$ cat config.mk
export PLATFORM = sky130hd
export DESIGN_NAME = dbgu32_cmd
export DESIGN_NICKNAME = d
export VERILOG_FILES = /design/src/rtl/dbgu32_cmd_pkg.sv /design/src/rtl/dbgu32_cmd.sv
export SDC_FILE = /design/constraint.sdc
export NUM_CORES = 1
export LEC_CHECK = 0
export ABC_AREA = 1
export CAP_MARGIN = 0
export CELL_PAD_IN_SITES_DETAIL_PLACEMENT = 1
export CELL_PAD_IN_SITES_GLOBAL_PLACEMENT = 2
export CORE_MARGIN = 2
export CORE_UTILIZATION = 30
export DETAILED_ROUTE_END_ITERATION = 12
export HOLD_SLACK_MARGIN = 0.02
export PLACE_DENSITY_LB_ADDON = 0.1
export SYNTH_ARGS = -nofsm -noshare
export SYNTH_HDL_FRONTEND = slang
export SYNTH_SLANG_ARGS = --single-unit
$ cat constraint.sdc
create_clock -name CLK -period 2.4 [get_ports CLK]
set_clock_uncertainty 0.15 [all_clocks]
set_input_delay 0.48 -clock CLK [delete_from_list [all_inputs] [get_ports CLK]]
set_output_delay 0.48 -clock CLK [all_outputs]
set_load 0.02 [all_outputs]
$ cat src/rtl/dbgu32_cmd_pkg.sv
// Shared definitions for the debug-unit command responder: host opcodes,
// FSM state encoding and small byte helpers.
package dbgu32_cmd_pkg;

   localparam logic [7:0] CMD_SET_PTR = 8'h01;
   localparam logic [7:0] CMD_WRITE   = 8'h04;
   localparam logic [7:0] CMD_READ    = 8'h05;
   localparam logic [7:0] CMD_CLK     = 8'h22;

   typedef enum logic [2:0] {
      ST_IDLE   = 3'd0,
      ST_ARG    = 3'd1,
      ST_MEM_WR = 3'd2,
      ST_MEM_RD = 3'd3,
      ST_TX     = 3'd4
   } state_e;

   typedef struct packed {
      logic [31:0] addr;
      logic [31:0] wdata;
      logic [3:0]  wstrb;
   } bus_req_t;

   // Index of the final argument byte for opcodes that take arguments.
   function automatic logic [2:0] arg_last(input logic [7:0] op);
      return (op == CMD_CLK) ? 3'd0 : 3'd3;
   endfunction

   function automatic logic [7:0] byte_sel(input logic [31:0] w, input logic [1:0] idx);
      logic [7:0] b;
      case (idx)
         2'd0:    b = w[7:0];
         2'd1:    b = w[15:8];
         2'd2:    b = w[23:16];
         default: b = w[31:24];
      endcase
      return b;
   endfunction

endpackage

$ cat src/rtl/dbgu32_cmd.sv
// Debug-unit command responder: decodes the host byte stream into pointer
// loads, bus reads/writes and CPU clock control; read data goes back over TX.
module dbgu32_cmd
   import dbgu32_cmd_pkg::*;
(
   input  logic        CLK,
   input  logic        RESET,
   input  logic [7:0]  rx_data,
   input  logic        rx_valid,
   output logic [7:0]  tx_data,
   output logic        tx_valid,
   input  logic        tx_ready,
   output logic        mem_valid,
   input  logic        mem_ready,
   output logic [31:0] mem_addr,
   output logic [31:0] mem_wdata,
   output logic [3:0]  mem_wstrb,
   input  logic [31:0] mem_rdata,
   output logic        cpu_clk_en,
   output logic        overrun
);

   state_e      state_q, state_d;
   logic [7:0]  op_q, op_d;
   logic [2:0]  cnt_q, cnt_d;
   logic [31:0] arg_q, arg_d, arg_nxt;
   logic [31:0] ptr_q, ptr_d;
   logic [31:0] rdata_q, rdata_d;
   logic [1:0]  txi_q, txi_d;
   bus_req_t    req_q, req_d;
   logic        mem_valid_q, mem_valid_d;
   logic        tx_valid_q, tx_valid_d;
   logic [7:0]  tx_data_q, tx_data_d;
   logic        clk_en_q, clk_en_d;
   logic        overrun_q, overrun_d;
   logic [31:0] word_addr;

   assign word_addr = {ptr_q[31:2], 2'b00};

   // Argument word with the incoming byte dropped into its little-endian slot.
   always_comb begin
      arg_nxt = arg_q;
      case (cnt_q[1:0])
         2'd0:    arg_nxt[7:0]   = rx_data;
         2'd1:    arg_nxt[15:8]  = rx_data;
         2'd2:    arg_nxt[23:16] = rx_data;
         default: arg_nxt[31:24] = rx_data;
      endcase
   end

   always_comb begin
      state_d     = state_q;
      op_d        = op_q;
      cnt_d       = cnt_q;
      arg_d       = arg_q;
      ptr_d       = ptr_q;
      rdata_d     = rdata_q;
      txi_d       = txi_q;
      req_d       = req_q;
      mem_valid_d = mem_valid_q;
      tx_valid_d  = tx_valid_q;
      tx_data_d   = tx_data_q;
      clk_en_d    = clk_en_q;
      overrun_d   = 1'b0;

      unique case (state_q)
         ST_IDLE: begin
            if (rx_valid) begin
               op_d  = rx_data;
               cnt_d = 3'd0;
               case (rx_data)
                  CMD_SET_PTR, CMD_WRITE, CMD_CLK: state_d = ST_ARG;
                  CMD_READ: begin
                     state_d     = ST_MEM_RD;
                     mem_valid_d = 1'b1;
                     req_d.addr  = word_addr;
                     req_d.wstrb = 4'h0;
                  end
                  default: ;
               endcase
            end
         end

         ST_ARG: begin
            if (rx_valid) begin
               arg_d = arg_nxt;
               cnt_d = cnt_q + 3'd1;
               if (cnt_q == arg_last(op_q)) begin
                  state_d = ST_IDLE;
                  case (op_q)
                     CMD_SET_PTR: ptr_d = arg_nxt;
                     CMD_CLK:     clk_en_d = rx_data[0];
                     CMD_WRITE: begin
                        state_d     = ST_MEM_WR;
                        mem_valid_d = 1'b1;
                        req_d.addr  = word_addr;
                        req_d.wdata = arg_nxt;
                        req_d.wstrb = 4'hF;
                     end
                     default: ;
                  endcase
               end
            end
         end

         ST_MEM_WR, ST_MEM_RD: begin
            overrun_d = rx_valid;
            if (mem_ready) begin
               mem_valid_d = 1'b0;
               ptr_d       = ptr_q + 32'd4;
               if (state_q == ST_MEM_RD) begin
                  rdata_d    = mem_rdata;
                  tx_valid_d = 1'b1;
                  tx_data_d  = mem_rdata[7:0];
                  txi_d      = 2'd0;
                  state_d    = ST_TX;
               end else begin
                  state_d = ST_IDLE;
               end
            end
         end

         ST_TX: begin
            overrun_d = rx_valid;
            if (tx_ready) begin
               if (txi_q == 2'd3) begin
                  tx_valid_d = 1'b0;
                  state_d    = ST_IDLE;
               end else begin
                  txi_d     = txi_q + 2'd1;
                  tx_data_d = byte_sel(rdata_q, txi_q + 2'd1);
               end
            end
         end

         default: state_d = ST_IDLE;
      endcase
   end

   always_ff @(posedge CLK or negedge RESET) begin
      if (!RESET) begin
         state_q     <= ST_IDLE;
         op_q        <= 8'h00;
         cnt_q       <= 3'd0;
         arg_q       <= 32'h0;
         ptr_q       <= 32'h0;
         rdata_q     <= 32'h0;
         txi_q       <= 2'd0;
         req_q       <= '0;
         mem_valid_q <= 1'b0;
         tx_valid_q  <= 1'b0;
         tx_data_q   <= 8'h00;
         clk_en_q    <= 1'b1;
         overrun_q   <= 1'b0;
      end else begin
         state_q     <= state_d;
         op_q        <= op_d;
         cnt_q       <= cnt_d;
         arg_q       <= arg_d;
         ptr_q       <= ptr_d;
         rdata_q     <= rdata_d;
         txi_q       <= txi_d;
         req_q       <= req_d;
         mem_valid_q <= mem_valid_d;
         tx_valid_q  <= tx_valid_d;
         tx_data_q   <= tx_data_d;
         clk_en_q    <= clk_en_d;
         overrun_q   <= overrun_d;
      end
   end

   assign tx_data    = tx_data_q;
   assign tx_valid   = tx_valid_q;
   assign mem_valid  = mem_valid_q;
   assign mem_addr   = req_q.addr;
   assign mem_wdata  = req_q.wdata;
   assign mem_wstrb  = req_q.wstrb;
   assign cpu_clk_en = clk_en_q;
   assign overrun    = overrun_q;

endmodule

# == Word-level counts from Yosys, hierarchy flattened ==
# Index checks and enable logic that the tools add are counted.
# totals
reg_bits,192
out_inout_bits,80
elab_cells,126
# classes
n_eq_ne,29
addsub,3
muxes,56
reduce_logical,23
# op_table
op,count
$mux W68,3
$mux W32,6
$pmux W32 S2,2
$mux W8,8
$add A32 B3 Y32 const B,1
$mux W3,9
$eq A8 B3 Y1 const B,3
$pmux W8 S3,1
$eq A8 B1 Y1 const B,2
$eq A8 B6 Y1 const B,2
$ne A2 B2 Y1 const B,8
$pmux W8 S2,1
$reduce_and A5 Y1,3
$reduce_and A7 Y1,2
$mux W2,6
$pmux W3 S2,2
$pmux W3 S4,1
$mux W1,11
$reduce_or A3 Y1,3
$mux W4,2
$pmux W4 S2,1
$reduce_and A4 Y1,2
$eq A2 B2 Y1 const B,3
$eq A3 B2 Y1 const B,2
19 further kinds,27

# == Logic depth before layout (Yosys ltp) ==
# depth
word_depth,7
depth_mapped,12
mapped_depth_nobuf,11

# == Least setup slack after synthesis ==
# Ideal clock, no wire load.
# synth_path
path_type,input-to-reg
from,input rx_data[1]
to,"register req_q, in the netlist mem_wstrb[2]"
path_stages,8
arrival_time_ns,1.446
required_ns,2.130
setup_slack_ns,0.684
cell_sequence,clkbuf_1 > nor2_1 > nand3_1 > a21boi_2 > nand3_4 > buf_6 > nand2_1 > nand2_1
# synth_via
elab_chain_cells,3
# synth_lines
element,line,rtl
start: declaration,dbgu32_cmd.sv:8,"input logic [7:0] rx_data,"
$eq A8 B3 Y1,dbgu32_cmd.sv:71,case (rx_data)
$ne A2 B1 Y1 (no source line),--,
$reduce_and A6 Y1 (no source line),--,
end signal: assignment,dbgu32_cmd.sv:163,req_q <= req_d;
end: declaration,dbgu32_cmd.sv:30,"bus_req_t req_q, req_d;"
# Every way passes these cells.
# A chain may end at the register's enable or synchronous reset.

# == Final worst setup path ==
# layout_path
from,"register clk_en_q, in the netlist cpu_clk_en"
to,output cpu_clk_en
# layout_lines
element,line,rtl
start: declaration,dbgu32_cmd.sv:34,"logic clk_en_q, clk_en_d;"
start signal: assignment,dbgu32_cmd.sv:167,clk_en_q <= clk_en_d;
end: declaration,dbgu32_cmd.sv:19,"output logic cpu_clk_en,"
# No word-level cell between the ends.

==> flow_metrics.tcl <==
set metrics [dict create \
    status "finished clean" \
    max_cap_viol_count 0 \
    clock-sinks 185 \
    antenna_found_initial 0 \
    synthToLayoutAreaGrowth_pct 25.8 \
    setup_violations 0 \
    clockBufferDepth 2 \
    syn_area_um2 9540 \
    synth_cell_type_count 39 \
    layout_min_cycle_time_ns 2.20 \
    crit_fanout 2 \
    cp.required_ns 1.77 \
    fp.coreArea_um2 31400 \
    tns_ns 0 \
    die_h_um 182 \
    grt_setup_unrepaired "false" \
    worstReg2RegStart "cnt_q[0]" \
    cpPeakStageDelay_ns 0.60 \
    yosysSeqAreaShare_pct 48.6 \
    post_cts_resized 0 \
    utilization_pct 38.2 \
    switchingPower_mw 6.01 \
    dieWidth_um 182 \
    path_cells "clkdlybuf4s50_1" \
    hold_path.class "reg2reg" \
    wl_um 30400 \
    drtIter0Drc 499 \
    numCtsBuffers 17 \
    grt_pass1_wl_um 48900 \
    hold_violations 0 \
    ant_nets 0 \
    report.final.slew_viol_count 0 \
    path_buf_inv 1 \
    htree_levels 4 \
    yosysTopAreaCell "dfrtp_1" \
    tritoncts "built" \
    swShare_pct 43.2 \
    p_int_mw 7.88 \
    nets 1453 \
    synth-seq-cells 185 \
    drc_errors 0 \
    wl_per_cell_um 16.8 \
    ys_warn_count 0 \
    max_freq_ghz 0.454 \
    num_io_pins 125 \
    irDropWorstVdd_mv 0.534 \
    avgSynthCellArea_um2 7.55 \
    grt_pass1_vias 8787 \
    power.density_nw_per_um2 1160 \
    start_util_pct 30.4 \
    grtUsageTotal_pct 19.0 \
    min_from "mem_wdata[25]" \
    dp_hpwl_um 22600 \
    finalCritPeriodShare_pct 91.7 \
    cts_setup_buffers 0 \
    vias 8471 \
    num_rows 65 \
    pwr-share-comb_pct 43.1 \
    cp_slowest_cell "clkdlybuf4s50_1" \
    cpLargestDelayFamily "buffers and inverters" \
    nFillCells 3803 \
    finalWeightedCongestion 0.799 \
    p_leak_nw 5.73 \
    portBuffers 122 \
    path_class "reg2out" \
    syn_inst 1264 \
    worstMarginPinSlew_ns 0.691 \
    final_common_cell "nand2_1" \
    synth_top_area_share_pct 48.3 \
    drt_pre_antenna_iters 4 \
    yosys-top-cells-area "dfrtp_1 (48%), nand2_1 (22%), o21ai_0 (4.8%)" \
    crit_path_start "cpu_clk_en" \
    worst_skew_pair.late_latency_ns 0.44 \
    slew_headroom_pct 53.4 \
    cts_root_buf "clkbuf_16" \
    final_cell_mix "nand2_1 (557), dfrtp_1 (184), clkdlybuf4s50_1 (121)" \
    endpoint_kind "output port" \
    critPathArrivalTime_ns 1.57 \
    via_per_inst 4.67 \
    grt_start_max_net_pins 59 \
    start_kind "flip-flop" \
    drive_gt1_share_pct 9.93 \
    antenna_cells 0 \
    seqPwrFrac_pct 36.1 \
    fp.dieArea_um2 33200 \
    path_clk_slew_ns 0.07 \
    pwr-share-clk_pct 20.8 \
    grt-ovfl-total 0 \
    hold_buffers 1 \
]
==> cells in the mapped netlist <==
cell type / instances
a31oi_1: 14
a21boi_2: 1
o22ai_1: 1
buf_1: 3
nand3_1: 42
o21ai_0: 91
nand3_4: 1
nand3_2: 3
xnor2_1: 1
buf_2: 20
nand2_4: 1
clkbuf_1: 19
buf_6: 10
inv_1: 95
and2_1: 1
o21ai_1: 2
a2bb2oi_1: 1
dfrtp_1: 184
nor2_8: 1
ha_1: 11
nand2_1: 557
nor2_4: 2
nor2_1: 83
nor3_1: 2
clkinv_1: 1
buf_4: 9
nand3b_1: 1
o211ai_1: 8
a21oi_1: 13
xor2_1: 4
o21ai_2: 30
nand2_2: 1
nor2_2: 5
a21oi_2: 1
a22oi_1: 1
conb_1: 1
nand4_1: 33
dfstp_2: 1
inv_2: 9
==> power by group through the flow <==
stage                     Combinational (mW)  Sequential (mW)  Clock (mW)
final                                   5.99             5.01        2.89
after global routing                    6.80             5.18        3.10
after CTS                               6.09             5.03        3.00
after detailed placement                6.06             5.08           0
after global placement                  5.94             5.06           0
after floorplan                         3.64             5.20           0
==> metal layers <==
| layer | global-route usage (%) | part of all wire [%] | vias to the layer above | routed length (µm) |
|---|---|---|---|---|
| met5 | 0 | 0 | - | 0 |
| met4 | 4.16 | 1.1 | 0 | 320 |
| met3 | 2.77 | 2.3 | 16 | 696 |
| met2 | 32.2 | 48 | 115 | 14500 |
| met1 | 25.7 | 49 | 4106 | 14900 |
| li1 | - | - | 4234 | - |
==> worst paths after layout <==
path / slack [ns] / endpoint / cells after the start
setup reg to reg: 0.24 / ptr_q[7] / 6
setup / recovery: 0.20 / cpu_clk_en / 1
hold / removal: 0.33 / mem_wdata[25] / 2
min in group asynchronous: 0.45 / mem_addr[7] / 2
max in group asynchronous: 0.95 / rdata_q[18] / 3
hold reg to reg: 0.33 / mem_wdata[25] / 2
==> layout make-up <==
type | instances | area (µm²) | area share [%]
inverter | 105 | 394 | 3.29
clock buffer | 17 | 425 | 3.55
sequential | 185 | 4630 | 38.6
timing repair buffer | 174 | 1730 | 14.4
multi-input combinational | 914 | 4150 | 34.6
clock inverter | 15 | 156 | 1.30
tap | 402 | 503 | 4.19
==> cells by family (layout without fill, tap and decap cells) <==
| group | after synthesis | after routing | share of synthesized area, % |
|---|---|---|---|
| buf+inv | 166 | 311 | 7.94 |
| flops | 185 | 185 | 48.6 |
| fa+ha+maj | 11 | 11 | 1.44 |
| simple gates | 733 | 733 | 31.3 |
| other cells | 1 | 2 | 0.0393 |
| compound gates | 163 | 163 | 10.3 |
| xor+xnor | 5 | 5 | 0.459 |
==> state kept, by name, summed over array words and instances, names as in the netlist <==
signal	flops
arg_q	32
mem_wdata	32
rdata_q	32
mem_addr	30
ptr_q	30
op_q	8
tx_data	8
cnt_q	3
state_q	3
txi_q	2
cpu_clk_en	1
mem_valid	1
mem_wstrb	1
overrun	1
tx_valid	1
==> through the flow <==
step	setup WS, ns	cell area, µm²	std cells	hold WS [ns]	total power [mW]
floorplan	0.684	9540	1265	0.0344	8.85
global placement	-0.0224	11400	1779	0.310	11.0
detailed placement	-0.0361	11400	1779	0.314	11.1
CTS	0.172	12000	1812	0.333	14.1
global route	0.0366	12000	1812	0.357	15.1
finish	0.199	12000	1812	0.329	13.9
Power figures use the tool's default switching activity.
